[src/rtl/mem_arbiter_pkg.sv]
// ============================================================================
// Module  : mem_arbiter_pkg
// Purpose : Shared encodings and defaults for the IF/LS memory arbiter.
//           Holds the state encodings (ST_IDLE/ST_BUSY), the owner encodings
//           (OWN_IF/OWN_LS), default geometry and a counter-width helper.
// Ports   : none (package)
// Rev     : 1.0  initial release
// ============================================================================
`default_nettype none

package mem_arbiter_pkg;

  // Arbiter states: a request is only ever sampled in ST_IDLE.
  typedef enum logic {
    ST_IDLE = 1'b0,
    ST_BUSY = 1'b1
  } arb_state_e;

  // Owner of the in-flight access (also the round-robin history).
  typedef enum logic {
    OWN_IF = 1'b0,
    OWN_LS = 1'b1
  } arb_owner_e;

  localparam int ARB_DEF_AW      = 16;
  localparam int ARB_DEF_DW      = 16;
  localparam int ARB_DEF_TIMEOUT = 15;

  // Bits needed to hold a count of 0..limit.
  function automatic int cnt_width(input int limit);
    return (limit < 2) ? 1 : $clog2(limit + 1);
  endfunction

endpackage

`default_nettype wire

[src/rtl/mem_arbiter_rr_pick2.sv]
// ============================================================================
// Module  : rr_pick2
// Purpose : Combinational two-way round-robin pick between the instruction
//           fetch and load/store requesters.
// Ports   : req_if      in   fetch path requesting
//           req_ls      in   load/store path requesting
//           last_owner  in   requester served most recently
//           win_valid   out  at least one requester is asking
//           win         out  selected requester (meaningful when win_valid)
// Rev     : 1.0  initial release
// ============================================================================
`default_nettype none

module rr_pick2
  import mem_arbiter_pkg::*;
(
  input  logic       req_if,
  input  logic       req_ls,
  input  arb_owner_e last_owner,
  output logic       win_valid,
  output arb_owner_e win
);

  always_comb begin
    win_valid = req_if | req_ls;
    win       = OWN_IF;
    if (req_if && req_ls) begin
      // Contention: the side that did not go last gets the slot.
      win = (last_owner == OWN_IF) ? OWN_LS : OWN_IF;
    end else if (req_ls) begin
      win = OWN_LS;
    end
  end

endmodule

`default_nettype wire

[src/rtl/mem_arbiter.sv]
// ============================================================================
// Module  : mem_arbiter
// Purpose : Shares one single-port memory between the instruction-fetch (IF)
//           and load/store (LS) paths. Round-robin grant, registered memory
//           side, variable-latency mem_ready handshake, read data and a
//           completion pulse returned to the owning requester.
// Config  : `define ARB_TIMEOUT_EN adds a BUSY watchdog that aborts an access
//           after TIMEOUT stalled cycles (err=1, rdata all-ones). Without it
//           err is tied low and BUSY waits indefinitely.
// Ports   : clk, rst                      clock, sync active-high reset
//           if_req/if_addr                fetch request and address
//           if_gnt/if_valid/if_rdata      fetch grant, completion, data
//           ls_req/ls_we/ls_addr/ls_wdata load/store request fields
//           ls_gnt/ls_valid/ls_rdata      load/store grant, completion, data
//           mem_en/mem_we/mem_addr/mem_wdata  registered memory command
//           mem_rdata/mem_ready           memory response
//           err                           abort flag alongside valid
// Rev     : 1.0  initial release
// ============================================================================
`default_nettype none

module mem_arbiter
  import mem_arbiter_pkg::*;
#(
  parameter int AW      = ARB_DEF_AW,
  parameter int DW      = ARB_DEF_DW,
  parameter int TIMEOUT = ARB_DEF_TIMEOUT
) (
  input  logic          clk,
  input  logic          rst,
  // instruction fetch
  input  logic          if_req,
  input  logic [AW-1:0] if_addr,
  output logic          if_gnt,
  output logic          if_valid,
  output logic [DW-1:0] if_rdata,
  // load/store
  input  logic          ls_req,
  input  logic          ls_we,
  input  logic [AW-1:0] ls_addr,
  input  logic [DW-1:0] ls_wdata,
  output logic          ls_gnt,
  output logic          ls_valid,
  output logic [DW-1:0] ls_rdata,
  // memory
  output logic          mem_en,
  output logic          mem_we,
  output logic [AW-1:0] mem_addr,
  output logic [DW-1:0] mem_wdata,
  input  logic [DW-1:0] mem_rdata,
  input  logic          mem_ready,
  output logic          err
);

  if (TIMEOUT < 1) begin : g_timeout_guard
    $error("mem_arbiter: TIMEOUT must be at least 1");
  end

  arb_state_e    state_q, state_d;
  arb_owner_e    owner_q, owner_d;
  arb_owner_e    last_owner_q, last_owner_d;

  logic          if_gnt_q, if_gnt_d;
  logic          ls_gnt_q, ls_gnt_d;
  logic          if_valid_q, if_valid_d;
  logic          ls_valid_q, ls_valid_d;
  logic [DW-1:0] if_rdata_q, if_rdata_d;
  logic [DW-1:0] ls_rdata_q, ls_rdata_d;
  logic          mem_en_q, mem_en_d;
  logic          mem_we_q, mem_we_d;
  logic [AW-1:0] mem_addr_q, mem_addr_d;
  logic [DW-1:0] mem_wdata_q, mem_wdata_d;

  logic          w_win_valid;
  arb_owner_e    w_win;
  logic          w_timeout;

`ifdef ARB_TIMEOUT_EN
  localparam int             CNT_W    = cnt_width(TIMEOUT);
  // The abort edge is the one that would bring the stall count to TIMEOUT,
  // so the access spends exactly TIMEOUT cycles in BUSY.
  localparam logic [CNT_W-1:0] CNT_LAST = CNT_W'(TIMEOUT - 1);

  logic [CNT_W-1:0] cnt_q, cnt_d;
  logic             err_q, err_d;

  assign w_timeout = (state_q == ST_BUSY) && !mem_ready && (cnt_q == CNT_LAST);
`else
  assign w_timeout = 1'b0;
`endif

  rr_pick2 u_pick (
    .req_if     (if_req),
    .req_ls     (ls_req),
    .last_owner (last_owner_q),
    .win_valid  (w_win_valid),
    .win        (w_win)
  );

  // --------------------------------------------------------------------------
  // Next-state and registered-output logic
  // --------------------------------------------------------------------------
  always_comb begin
    state_d      = state_q;
    owner_d      = owner_q;
    last_owner_d = last_owner_q;
    if_gnt_d     = 1'b0;
    ls_gnt_d     = 1'b0;
    if_valid_d   = 1'b0;
    ls_valid_d   = 1'b0;
    if_rdata_d   = if_rdata_q;
    ls_rdata_d   = ls_rdata_q;
    mem_en_d     = mem_en_q;
    mem_we_d     = mem_we_q;
    mem_addr_d   = mem_addr_q;
    mem_wdata_d  = mem_wdata_q;
`ifdef ARB_TIMEOUT_EN
    cnt_d        = cnt_q;
    err_d        = 1'b0;
`endif

    unique case (state_q)
      ST_IDLE: begin
        // mem_ready is deliberately not looked at here.
        if (w_win_valid) begin
          state_d      = ST_BUSY;
          owner_d      = w_win;
          last_owner_d = w_win;
          mem_en_d     = 1'b1;
`ifdef ARB_TIMEOUT_EN
          cnt_d        = '0;
`endif
          if (w_win == OWN_LS) begin
            ls_gnt_d    = 1'b1;
            mem_we_d    = ls_we;
            mem_addr_d  = ls_addr;
            mem_wdata_d = ls_wdata;
          end else begin
            if_gnt_d    = 1'b1;
            mem_we_d    = 1'b0;
            mem_addr_d  = if_addr;
            mem_wdata_d = '0;
          end
        end
      end

      ST_BUSY: begin
        // A real completion on the timeout edge takes precedence, which
        // w_timeout already encodes by requiring mem_ready low.
        if (mem_ready || w_timeout) begin
          state_d  = ST_IDLE;
          mem_en_d = 1'b0;
          mem_we_d = 1'b0;
          if (owner_q == OWN_LS) begin
            ls_valid_d = 1'b1;
          end else begin
            if_valid_d = 1'b1;
          end

          if (w_timeout) begin
`ifdef ARB_TIMEOUT_EN
            err_d = 1'b1;
`endif
            if (owner_q == OWN_LS) begin
              ls_rdata_d = '1;
            end else begin
              if_rdata_d = '1;
            end
          end else if (owner_q == OWN_IF) begin
            if_rdata_d = mem_rdata;
          end else if (!mem_we_q) begin
            // Stores leave the previous load data in place.
            ls_rdata_d = mem_rdata;
          end
        end
`ifdef ARB_TIMEOUT_EN
        else begin
          cnt_d = cnt_q + CNT_W'(1);
        end
`endif
      end

      default: begin
        state_d = ST_IDLE;
      end
    endcase
  end

  always_ff @(posedge clk) begin
    if (rst) begin
      state_q      <= ST_IDLE;
      owner_q      <= OWN_IF;
      last_owner_q <= OWN_LS;
      if_gnt_q     <= 1'b0;
      ls_gnt_q     <= 1'b0;
      if_valid_q   <= 1'b0;
      ls_valid_q   <= 1'b0;
      if_rdata_q   <= '0;
      ls_rdata_q   <= '0;
      mem_en_q     <= 1'b0;
      mem_we_q     <= 1'b0;
      mem_addr_q   <= '0;
      mem_wdata_q  <= '0;
`ifdef ARB_TIMEOUT_EN
      cnt_q        <= '0;
      err_q        <= 1'b0;
`endif
    end else begin
      state_q      <= state_d;
      owner_q      <= owner_d;
      last_owner_q <= last_owner_d;
      if_gnt_q     <= if_gnt_d;
      ls_gnt_q     <= ls_gnt_d;
      if_valid_q   <= if_valid_d;
      ls_valid_q   <= ls_valid_d;
      if_rdata_q   <= if_rdata_d;
      ls_rdata_q   <= ls_rdata_d;
      mem_en_q     <= mem_en_d;
      mem_we_q     <= mem_we_d;
      mem_addr_q   <= mem_addr_d;
      mem_wdata_q  <= mem_wdata_d;
`ifdef ARB_TIMEOUT_EN
      cnt_q        <= cnt_d;
      err_q        <= err_d;
`endif
    end
  end

  assign if_gnt    = if_gnt_q;
  assign ls_gnt    = ls_gnt_q;
  assign if_valid  = if_valid_q;
  assign ls_valid  = ls_valid_q;
  assign if_rdata  = if_rdata_q;
  assign ls_rdata  = ls_rdata_q;
  assign mem_en    = mem_en_q;
  assign mem_we    = mem_we_q;
  assign mem_addr  = mem_addr_q;
  assign mem_wdata = mem_wdata_q;

`ifdef ARB_TIMEOUT_EN
  assign err = err_q;
`else
  assign err = 1'b0;
`endif

endmodule

`default_nettype wire

[config.mk]
export PLATFORM = sky130hd
export DESIGN_NAME = mem_arbiter
export DESIGN_NICKNAME = d
export VERILOG_FILES = /design/src/rtl/mem_arbiter_pkg.sv /design/src/rtl/mem_arbiter_rr_pick2.sv /design/src/rtl/mem_arbiter.sv
export SDC_FILE = /design/constraint.sdc
export NUM_CORES = 1
export LEC_CHECK = 0
export BUFFER_PORTS_ARGS = -buffer_cell sky130_fd_sc_hd__clkbuf_2
export CAP_MARGIN = 20
export CORE_MARGIN = 3
export CORE_UTILIZATION = 45
export DETAILED_ROUTE_END_ITERATION = 6
export PLACE_DENSITY = 0.77
export SYNTH_ARGS = -nofsm -noshare
export SYNTH_HDL_FRONTEND = slang
export SYNTH_SLANG_ARGS = --single-unit
[constraint.sdc]
create_clock -name clk -period 1.5 [get_ports clk]
set_input_delay 0.3 -clock clk [delete_from_list [all_inputs] [get_ports clk]]
set_output_delay 0.3 -clock clk [all_outputs]
set_load 0.01 [all_outputs]
==> impl_metrics.csv <==
group,metric,value,unit
critical_path,reg2reg_to,"mem_wdata[11]",
final_layout,drive_gt1_share,39.1,%
sta,layout_min_cycle_time,1370,ps
logic_synthesis,syn_area_per_cell,9.10,um^2
global_routing,busiest_layer,"met2",
critical_path,arrival,1640,ps
logic_synthesis,synth_seq_cells,73,
place,place_congestion,0.733,
clock_tree,numClockSinks,73,
routing,drt-total-wl,6.68,mm
global_routing,gr-usage-met3,5.63,%
global_routing,grt-ovfl-total,0,
logic_synthesis,synth_top_area_share,53.5,%
clock_tree,cts_buffers,9,
clock_tree,ctsHoldBuffers,0,
logic_synthesis,synth_warnings,0,
sta,finalSetupViolations,0,
sta,post-route-period-util,91.3,%
global_routing,grt_max_degree,33,
routing,drt-pass1-iter-count,4,
critical_path,regToRegSetupSlack,130,ps
logic_synthesis,synthesis.nets,370,
logic_synthesis,synthTopCellsByCount,"nand2_1, dfxtp_1, a21oi_1, nor2_1, nand3_1",
critical_path,startpoint,"state_q",
logic_synthesis,synth-edff-count,0,
sta,slew_violations,0,
min_path,hold_path.class,"primary input to flip-flop",
outcome,outcome,"finished, final reports clean",
final_layout,n_fill_cell,500,
logic_synthesis,synth.distinct_cells,30,
floorplan,coreArea,5680,um^2
floorplan,die_h,83.9,um
final_layout,area_growth_syn_to_layout,32.6,%
place,placed_area,3460,um^2
logic_synthesis,synthTopCellsByArea,"dfxtp_1, nand2_1, a21oi_1",
clock_tree,cts_buffer_depth,2,
clock_tree,htree_num_levels,3,
floorplan,io_pins,141,
critical_path,slowest_delay,590,ps
logic_synthesis,synthFlopType,"dfxtp_1",
critical_path,slowest_stage,"and3b_1",
pwr,peakVddDrop,0.642,mV
critical_path,cp-end-kind,"flip-flop",
sta,fin_setup_tns,0,ps
final_layout,antenna_cells,0,
clock_tree,post_cts_resized,0,
critical_path,worstSetupStartpointType,"flip-flop",
critical_path,critPathTopFamily,"simple AND/OR/NAND/NOR gates",
logic_synthesis,async_flop_share,0,%
critical_path,crit_fanout,19,
final_layout,multi_input_area,1110,um^2
place,hpwl,4.89,mm
final_layout,register_area,1460,um^2
routing,post-route-drc-count,0,
logic_synthesis,netlist_area,2730,um^2
sta,tightest_slew,639,ps
global_routing,antenna_found_initial,0,
critical_path,worstSetupPathType,"flip-flop to flip-flop",
sta,max_freq,731,MHz
critical_path,ff2ff_path_depth,3,
critical_path,crit_end,"mem_wdata[11]",
routing,drtIter0Drc,88,
final_layout,finalNetCount,505,
critical_path,crit_cells,3,
clock_tree,clkSlewWorstSetupHoldPaths,70,ps
logic_synthesis,synth_top_cell_by_area,"dfxtp_1",
place,portBuffers,139,
critical_path,worstPathRequired,1770,ps
critical_path,worstReg2RegStart,"state_q",
critical_path,cp.buffers_inverters,0,
pwr,leakage,0.00168,uW
logic_synthesis,synthCells,300,
routing,post_drt_wl_per_cell,13.0,um
final_layout,design_area,3620,um^2
flow_run,maxCapViolCount,0,
routing,antenna_left,0,
floorplan,core.rowCount,27,
clock_tree,clk_latency,330,ps
global_routing,grt_pass1_wl,11.1,mm
sta,finClkSkew,4.69,ps
critical_path,path_cells,"nor2b_1 -> and3b_1 -> a22o_1",
pwr,power_density,1090,nW/um^2
floorplan,die_w,83.9,um
clock_tree,post-cts-setup-buffer-count,0,
sta,timing.slew.headroom,57.4,%
global_routing,grt_pass1_vias,2452,
logic_synthesis,ys_seq_area_share,53.5,%
sta,hold_viol_final,0,
global_routing,grt.met1_usage,23.1,%
global_routing,use_met2,32.3,%
clock_tree,clockRootBuffer,"clkbuf_8",
logic_synthesis,yosysMostFrequentCell,"nand2_1",
floorplan,die_area,7040,um^2
sta,hold_slack,182,ps
sta,grt_setup_unrepaired,"no",
routing,viasPerCell,5.02,
routing,num_vias,2572,
floorplan,start_util,48.1,%
clock_tree,cts_tree,"yes",
global_routing,grtUsageTotal,19.2,%
[layer usage]
metal	routed length, um	share of wire [%]
met1	2900	43
met3	525	7.9
met4	83	1.2
met2	3170	47
met5	0	0
[stage by stage]
step / setup slack, ps / cells / total power, uW / util (%)
detailed placement: -58.0 / 496 / 2730 / 61.0
global route: 7.93 / 512 / 4130 / 63.8
floorplan: 226 / 300 / 2480 / -
finish: 131 / 512 / 3930 / 63.8
global placement: 33.9 / 496 / 2710 / 61.0
CTS: 110 / 512 / 3970 / 63.8
[final cells by class]
type	instances	share of cell area [%]
tap	72	2.49
timing repair buffer	150	22.2
multi-input combinational	201	30.6
sequential	73	40.4
clock buffer	13	3.84
clock inverter	3	0.484
[registers in the layout, indices dropped and copies added (netlist names)]
register and cells:
if_rdata 16, last_owner_q 1, state_q 1, mem_we 1, owner_q 1, ls_gnt 1, ls_rdata 16, if_valid 1
if_gnt 1, mem_en 1, mem_addr 16, ls_valid 1, mem_wdata 16
[worst min-delay path by stage]
stage / startpoint / to / slack (ps) / depth (start not counted)
3_5_place_dp: if_rdata[10] / if_rdata[10] / 450 / 2
6_report: ls_we / mem_we / 180 / 2
2_1_floorplan: if_req / state_q / 420 / 1
3_3_place_gp: mem_en / mem_en / 440 / 2
4_1_cts: ls_wdata[15] / mem_wdata[15] / 170 / 2
5_1_grt: ls_wdata[15] / mem_wdata[15] / 170 / 2
[report_power, final]
| group | leakage [uW] | total, uW | switching [uW] | internal (uW) |
|---|---|---|---|---|
| Sequential | 0.000597 | 2100 | 56.7 | 2040 |
| Combinational | 0.00101 | 581 | 318 | 262 |
| Clock | 0.0000774 | 1260 | 658 | 598 |
| Total | 0.00168 | 3930 | 1030 | 2900 |
[cell families after synthesis]
kind of cell | share of synthesized area (%)
other | 0.137
AND/OR/NAND/NOR | 20.0
flip-flops | 53.5
AO/OA/AOI/OAI | 20.5
buffers and inverters | 5.87
[placed cells by master (no fill, tap or decap), drive strengths merged, types with 2 or more instances in the layout]
cell type / instances
nor2: 19
nand2: 82
clkinv: 2
nand3: 17
a311oi: 16
nand3b: 2
and3b: 2
buf: 11
clkbuf: 152
dfxtp: 73
a22o: 16
o21ai: 2
a21oi: 33
Note: power is estimated with default switching activity, not from simulation.
